<file path="src/rtl/bram_fifo_pkg.sv">
// Shared constants, pointer type and occupancy helper for the BRAM-backed FWFT FIFO controller.
package bram_fifo_pkg;

  localparam int FIFO_WIDTH  = 32;
  localparam int FIFO_DEPTH  = 8;
  localparam int FIFO_ADDR_W = $clog2(FIFO_DEPTH);

  // Read/write pointer with one extra wrap bit so full and empty are distinguishable.
  typedef logic [FIFO_ADDR_W:0] ptr_t;

  // Room check for the output side: buffered words plus the in-flight read, minus the word leaving now.
  function automatic logic outbuf_has_room(input logic [1:0] out_cnt,
                                           input logic       rd_pend,
                                           input logic       pop);
    int occ;
    occ = int'(out_cnt) + int'(rd_pend) - int'(pop);
    return occ < 2;
  endfunction

endpackage

</file>
<file path="src/rtl/bram_fifo_outbuf.sv">
// 2-entry FWFT skid buffer behind the BRAM read port; a captured word is visible the cycle after cap_vld.
// No backpressure of its own: the caller only issues a read when a slot is guaranteed free.
module bram_fifo_outbuf
  import bram_fifo_pkg::*;
#(
  parameter int WIDTH = FIFO_WIDTH
) (
  input  logic             clk,
  input  logic             rst,
  input  logic             cap_vld,
  input  logic [WIDTH-1:0] cap_dat,
  input  logic             pop,
  output logic             m_valid,
  output logic [WIDTH-1:0] m_data,
  output logic [1:0]       out_cnt
);

  logic [WIDTH-1:0] tail_dat;

  assign m_valid = (out_cnt != 2'd0);

  always_ff @(posedge clk or posedge rst) begin
    if (rst) begin
      out_cnt  <= 2'd0;
      m_data   <= '0;
      tail_dat <= '0;
    end else begin
      unique case (out_cnt)
        2'd0: begin
          if (cap_vld) begin
            m_data  <= cap_dat;
            out_cnt <= 2'd1;
          end
        end
        2'd1: begin
          if (cap_vld && pop) begin
            m_data <= cap_dat;
          end else if (cap_vld) begin
            tail_dat <= cap_dat;
            out_cnt  <= 2'd2;
          end else if (pop) begin
            out_cnt <= 2'd0;
          end
        end
        default: begin
          // Full: the only legal capture here coincides with a pop, so the tail slides into the head.
          if (pop) begin
            m_data <= tail_dat;
            if (cap_vld) begin
              tail_dat <= cap_dat;
            end else begin
              out_cnt <= 2'd1;
            end
          end
        end
      endcase
    end
  end

endmodule

</file>
<file path="src/rtl/bram_fifo_ctrl.sv">
// FWFT FIFO controller around an external 1-cycle-read BRAM; a word pushed at edge t is presented after edge t+2.
// s_ready drops at DEPTH words; m_ready low stalls reads. BRAM_FIFO_ALMOST_EN adds registered almost_full/almost_empty.
module bram_fifo_ctrl
  import bram_fifo_pkg::*;
#(
  parameter int WIDTH    = FIFO_WIDTH,
  parameter int DEPTH    = FIFO_DEPTH,
`ifdef BRAM_FIFO_ALMOST_EN
  parameter int AF_LEVEL = DEPTH - 2,
  parameter int AE_LEVEL = 2,
`endif
  localparam int ADDR_W  = $clog2(DEPTH)
) (
  input  logic              clk,
  input  logic              rst,
  input  logic              s_valid,
  output logic              s_ready,
  input  logic [WIDTH-1:0]  s_data,
  output logic              m_valid,
  input  logic              m_ready,
  output logic [WIDTH-1:0]  m_data,
`ifdef BRAM_FIFO_ALMOST_EN
  output logic              almost_full,
  output logic              almost_empty,
`endif
  output logic [ADDR_W:0]   count,
  output logic              mem_we,
  output logic [ADDR_W-1:0] mem_wr_add,
  output logic [WIDTH-1:0]  mem_wr_data,
  output logic              mem_rd_en,
  output logic [ADDR_W-1:0] mem_rd_add,
  input  logic [WIDTH-1:0]  mem_rd_data
);

  localparam int CW = ADDR_W + 1;
  localparam logic [ADDR_W:0] ONE      = CW'(1);
  localparam logic [ADDR_W:0] FULL_LVL = CW'(DEPTH);

  logic [ADDR_W:0] wr_ptr;
  logic [ADDR_W:0] rd_ptr;
  logic            rd_pend;
  logic [1:0]      out_cnt;
  logic            push;
  logic            pop;
  logic            rd_issue;

  assign s_ready  = !rst && (count < FULL_LVL);
  assign push     = s_valid && s_ready;
  assign pop      = m_valid && m_ready;
  assign rd_issue = !rst && (wr_ptr != rd_ptr) && outbuf_has_room(out_cnt, rd_pend, pop);

  assign mem_we      = push;
  assign mem_wr_add  = wr_ptr[ADDR_W-1:0];
  assign mem_wr_data = s_data;
  assign mem_rd_en   = rd_issue;
  assign mem_rd_add  = rd_ptr[ADDR_W-1:0];

  always_ff @(posedge clk or posedge rst) begin
    if (rst) begin
      wr_ptr  <= '0;
      rd_ptr  <= '0;
      rd_pend <= 1'b0;
      count   <= '0;
    end else begin
      if (push) begin
        wr_ptr <= wr_ptr + ONE;
      end
      if (rd_issue) begin
        rd_ptr <= rd_ptr + ONE;
      end
      rd_pend <= rd_issue;
      unique case ({push, pop})
        2'b10:   count <= count + ONE;
        2'b01:   count <= count - ONE;
        default: ;
      endcase
    end
  end

  // rd_pend clears on reset, so a read launched just before reset is never captured.
  bram_fifo_outbuf #(
    .WIDTH (WIDTH)
  ) u_outbuf (
    .clk     (clk),
    .rst     (rst),
    .cap_vld (rd_pend),
    .cap_dat (mem_rd_data),
    .pop     (pop),
    .m_valid (m_valid),
    .m_data  (m_data),
    .out_cnt (out_cnt)
  );

`ifdef BRAM_FIFO_ALMOST_EN
  localparam logic [ADDR_W:0] AF_C = CW'(AF_LEVEL);
  localparam logic [ADDR_W:0] AE_C = CW'(AE_LEVEL);

  always_ff @(posedge clk or posedge rst) begin
    if (rst) begin
      almost_full  <= 1'b0;
      almost_empty <= 1'b1;
    end else begin
      almost_full  <= (count >= AF_C);
      almost_empty <= (count <= AE_C);
    end
  end
`endif

  // Occupancy bookkeeping must agree with the pointers, and a write never lands on the address being read.
  assert property (@(posedge clk) disable iff (rst) count <= FULL_LVL);
  assert property (@(posedge clk) disable iff (rst)
                   count == CW'(wr_ptr - rd_ptr) + CW'(rd_pend) + CW'(out_cnt));
  assert property (@(posedge clk) disable iff (rst)
                   (rd_issue && push) |-> (mem_rd_add != mem_wr_add));

endmodule

</file>
<file path="config.mk">
export PLATFORM = sky130hd
export DESIGN_NAME = bram_fifo_ctrl
export DESIGN_NICKNAME = d
export VERILOG_FILES = /design/src/rtl/bram_fifo_pkg.sv /design/src/rtl/bram_fifo_outbuf.sv /design/src/rtl/bram_fifo_ctrl.sv
export SDC_FILE = /design/constraint.sdc
export NUM_CORES = 1
export LEC_CHECK = 0
export CAP_MARGIN = 20
export CORE_MARGIN = 10
export CORE_UTILIZATION = 49
export DETAILED_ROUTE_END_ITERATION = 6
export PLACE_DENSITY_LB_ADDON = 0.1
export SLEW_MARGIN = 15
export SYNTH_ARGS = -nofsm -noshare
export SYNTH_HDL_FRONTEND = slang
export SYNTH_HIERARCHICAL = 1
export SYNTH_SLANG_ARGS = --single-unit
export TNS_END_PERCENT = 100
</file>
<file path="constraint.sdc">
create_clock -name clk -period 7.8 [get_ports clk]
set_input_delay 1.56 -clock clk [delete_from_list [all_inputs] [get_ports clk]]
set_output_delay 1.56 -clock clk [all_outputs]
set_load 0.02 [all_outputs]
</file>
==> out/metrics.yaml <==
global_route:
  overflow: 0
  grt_pass1_wl_mm: 13.94
  grt_pass1_vias: 2728
  grt_util_all_layers_pct: 13.14
  antenna_found_initial: 0
  grt_max_degree: 67
synth:
  yosysSeqAreaShare_pct: 46.73
  synth_top_area_share_pct: 46.73
  syn_nets: 409
  netlist_instances: 333
  netlist_top_cells_area: "dfrtp_1 (47%), mux2_2 (18%), mux2_4 (7.5%)"
  yosysTopAreaCell: "dfrtp_1"
  synth-edff-count: 0
  synth_top_flop_cell: "dfrtp_1"
  syn_avg_cell_area_um2: 12.70
  ys.warnings.count: 6
  syn_area_um2: 4230
  yosys_register_bits: 79
  ys_types: 40
  synthArstFlopShare_pct: 100.0
clock_tree:
  h-tree-depth: 3
  root_buffer: "clkbuf_8"
  insertion_delay_ns: 0.34
  cts_tree: "done"
  clockBufferDepth: 2
  cts_buffers: 9
  post_cts_resized: 0
  post_cts_buffers: 0
  hold_buffers: 0
  path_clk_slew_ns: 0.07
  cts_sinks: 79
setup_path:
  path_cells: "clkdlybuf4s50_1 > and2_1 > nor2b_1 > o21ai_0 > fa_1 > a32o_2 > nand2_4 > inv_1 > clkdlybuf4s50_1"
  slowest_delay_ns: 0.53
  worstSetupPathType: "in -> out"
  crit_top_cell: "clkdlybuf4s50_1"
  endpoint_kind: "primary output"
  r2r_start: "u_outbuf/out_cnt[1]$_DFFE_PP0P_"
  required_ns: 6.24
  startpoint_type: "primary input"
  cp.arrival_ns: 4.21
  slowest_stage: "clkdlybuf4s50_1"
  crit_start: "m_ready"
  path_max_fanout: 13
final_layout:
  layout_commonest_cell: "clkdlybuf4s50_1"
  fillerInstances: 701
  layout-drive-gt1-share_pct: 30.05
  regArea_um2: 1978
  num_antenna_cells: 0
  mostFrequentLayoutCells: "clkdlybuf4s50_1 (81), dfrtp_1 (78), mux2_2 (66), mux2_4 (21), xnor2_1 (13)"
  multi_input_area_um2: 1836
  fin_nets: 448
  syn_to_final_growth_pct: 18.40
  fin_cells: 481
pwr:
  power.leakage_nw: 2.105
  clkPwrFrac_pct: 13.9
  p_per_area_nw_per_um2: 437.9
  power.total_mw: 2.193
  switching_share_pct: 36.24
  internal-power_mw: 1.398
  peakVddDrop_mv: 0.1955
  p_seq_share_pct: 35.6
  p_switching_uw: 794.8
  combPwrFrac_pct: 50.5
timing:
  slew_headroom_pct: 31.95
  whs_ns: 0.4947
  setup_viol: 0
  min_period_ns: 5.770
  finalSetupTns_ns: 0
  rsz0062_at_grt: "no"
  worst_pin_slew_ns: 1.021
  fin_crit_sh_pct: 73.97
  skew_ns: 0.007061
  fmax_mhz: 173.3
  slew_violations: 0
  final-hold-violation-count: 0
detailed_routing:
  dr.pass1.iters: 4
  ant_nets: 0
  wirelength_mm: 8.458
  vias_per_cell: 5.353
  drc: 0
  drt-initial-drc-count: 69
  routedWlPerCell_um: 17.58
  vias: 2575
floorplanning:
  initial_utilization_pct: 50.97
  fp.dieW_um: 112.9
  fp-row-count: 33
  die_area_um2: 12750
  coreArea_um2: 8299
  die_y_um: 112.9
  io-pin-count: 146
status:
  outcome: "completed"
placement:
  dp_hpwl_mm: 5.783
  port_buffers: 81
  dp.cells: 466
  place.gp.congestion: 0.7340
worst_hold_path:
  min_path_type: "reg -> reg"
  hp-start: "count[3]$_DFFE_PP0P_"
run:
  maxCapViolations: 0
-- cell families after synthesis --
family,count (synthesis),share of synthesized area (%)
flops,79,46.73
fa+ha+maj,8,2.721
mux,90,25.76
simple gates,34,5.028
buf+inv,66,10.06
compound gates,41,6.596
xor+xnor,15,3.106
-- metal layers --
metal	track usage, %	wire [um]
met3	5.441	762
met4	5.499	131
met2	20.66	3963
met1	15.51	3601
met5	0	0
-- Yosys cell counts, types with 2 or more instances --
master,n
fa_1,2
mux2_4,21
buf_6,2
nor2b_1,3
mux2_2,66
nor3_1,9
a211oi_1,10
a21oi_1,10
buf_4,40
xor2_1,2
xnor2_1,13
ha_1,6
nand3_1,3
dfrtp_1,79
nand2_1,4
o21ai_0,5
buf_2,10
o22ai_1,10
inv_1,10
nor2_1,4
nand2b_1,2
clkbuf_1,2
and2_1,2
mux2i_1,2
-- critical path: cells and delay by family --
family / cells / cell delay, ns
adder cells (fa/ha/maj): 1 / 0.45
AO/OA/AOI/OAI: 2 / 0.52
AND/OR/NAND/NOR: 3 / 0.60
buffers and inverters: 3 / 1.07
-- power by group through the flow --
| stage | sequential [mW] | clock (mW) | combinational (mW) |
|---|---|---|---|
| finish | 0.781 | 0.305 | 1.11 |
| global placement | 0.783 | 0 | 1.11 |
| global route | 0.815 | 0.335 | 1.20 |
| floorplan | 0.841 | 0 | 0.730 |
| CTS | 0.785 | 0.314 | 1.13 |
| detailed placement | 0.788 | 0 | 1.12 |
-- state kept, by name (all words and copies together), names as in the netlist --
register	count
u_outbuf/m_data	32
u_outbuf/tail_dat	32
count	4
rd_ptr	4
wr_ptr	4
u_outbuf/out_cnt	2
rd_pend	1
-- through the flow --
step	worst slack [ns]	utilization, %	area, um^2
after floorplan	3.348	-	4230
after global placement	2.054	57.98	4812
after detailed placement	2.023	57.98	4812
after CTS	2.011	60.35	5009
after global routing	1.842	60.35	5009
final	2.030	60.35	5009
-- final cells by class --
class | count | area share [%]
Inverter | 11 | 0.8244
Clock buffer | 11 | 3.023
Tap cell | 105 | 2.623
Clock inverter | 4 | 0.8993
Timing Repair Buffer | 83 | 16.49
Multi-Input combinational cell | 188 | 36.65
Sequential cell | 79 | 39.50
-- worst paths after layout --
| kind | endpoint | slack, ns | depth (start not counted) |
|---|---|---|---|
| worst max-delay path | mem_rd_en | 2.03 | 9 |
| worst min-delay path | count[3]$_DFFE_PP0P_ | 0.49 | 1 |
| worst max register to register | rd_ptr[1]$_DFFE_PP0P_ | 4.41 | 9 |
| worst min register to register | count[3]$_DFFE_PP0P_ | 0.49 | 1 |
| max in group asynchronous | u_outbuf/out_cnt[1]$_DFFE_PP0P_ | 5.35 | 3 |
| min in group asynchronous | count[1]$_DFFE_PP0P_ | 1.67 | 2 |
Power figures use the tool's default switching activity.
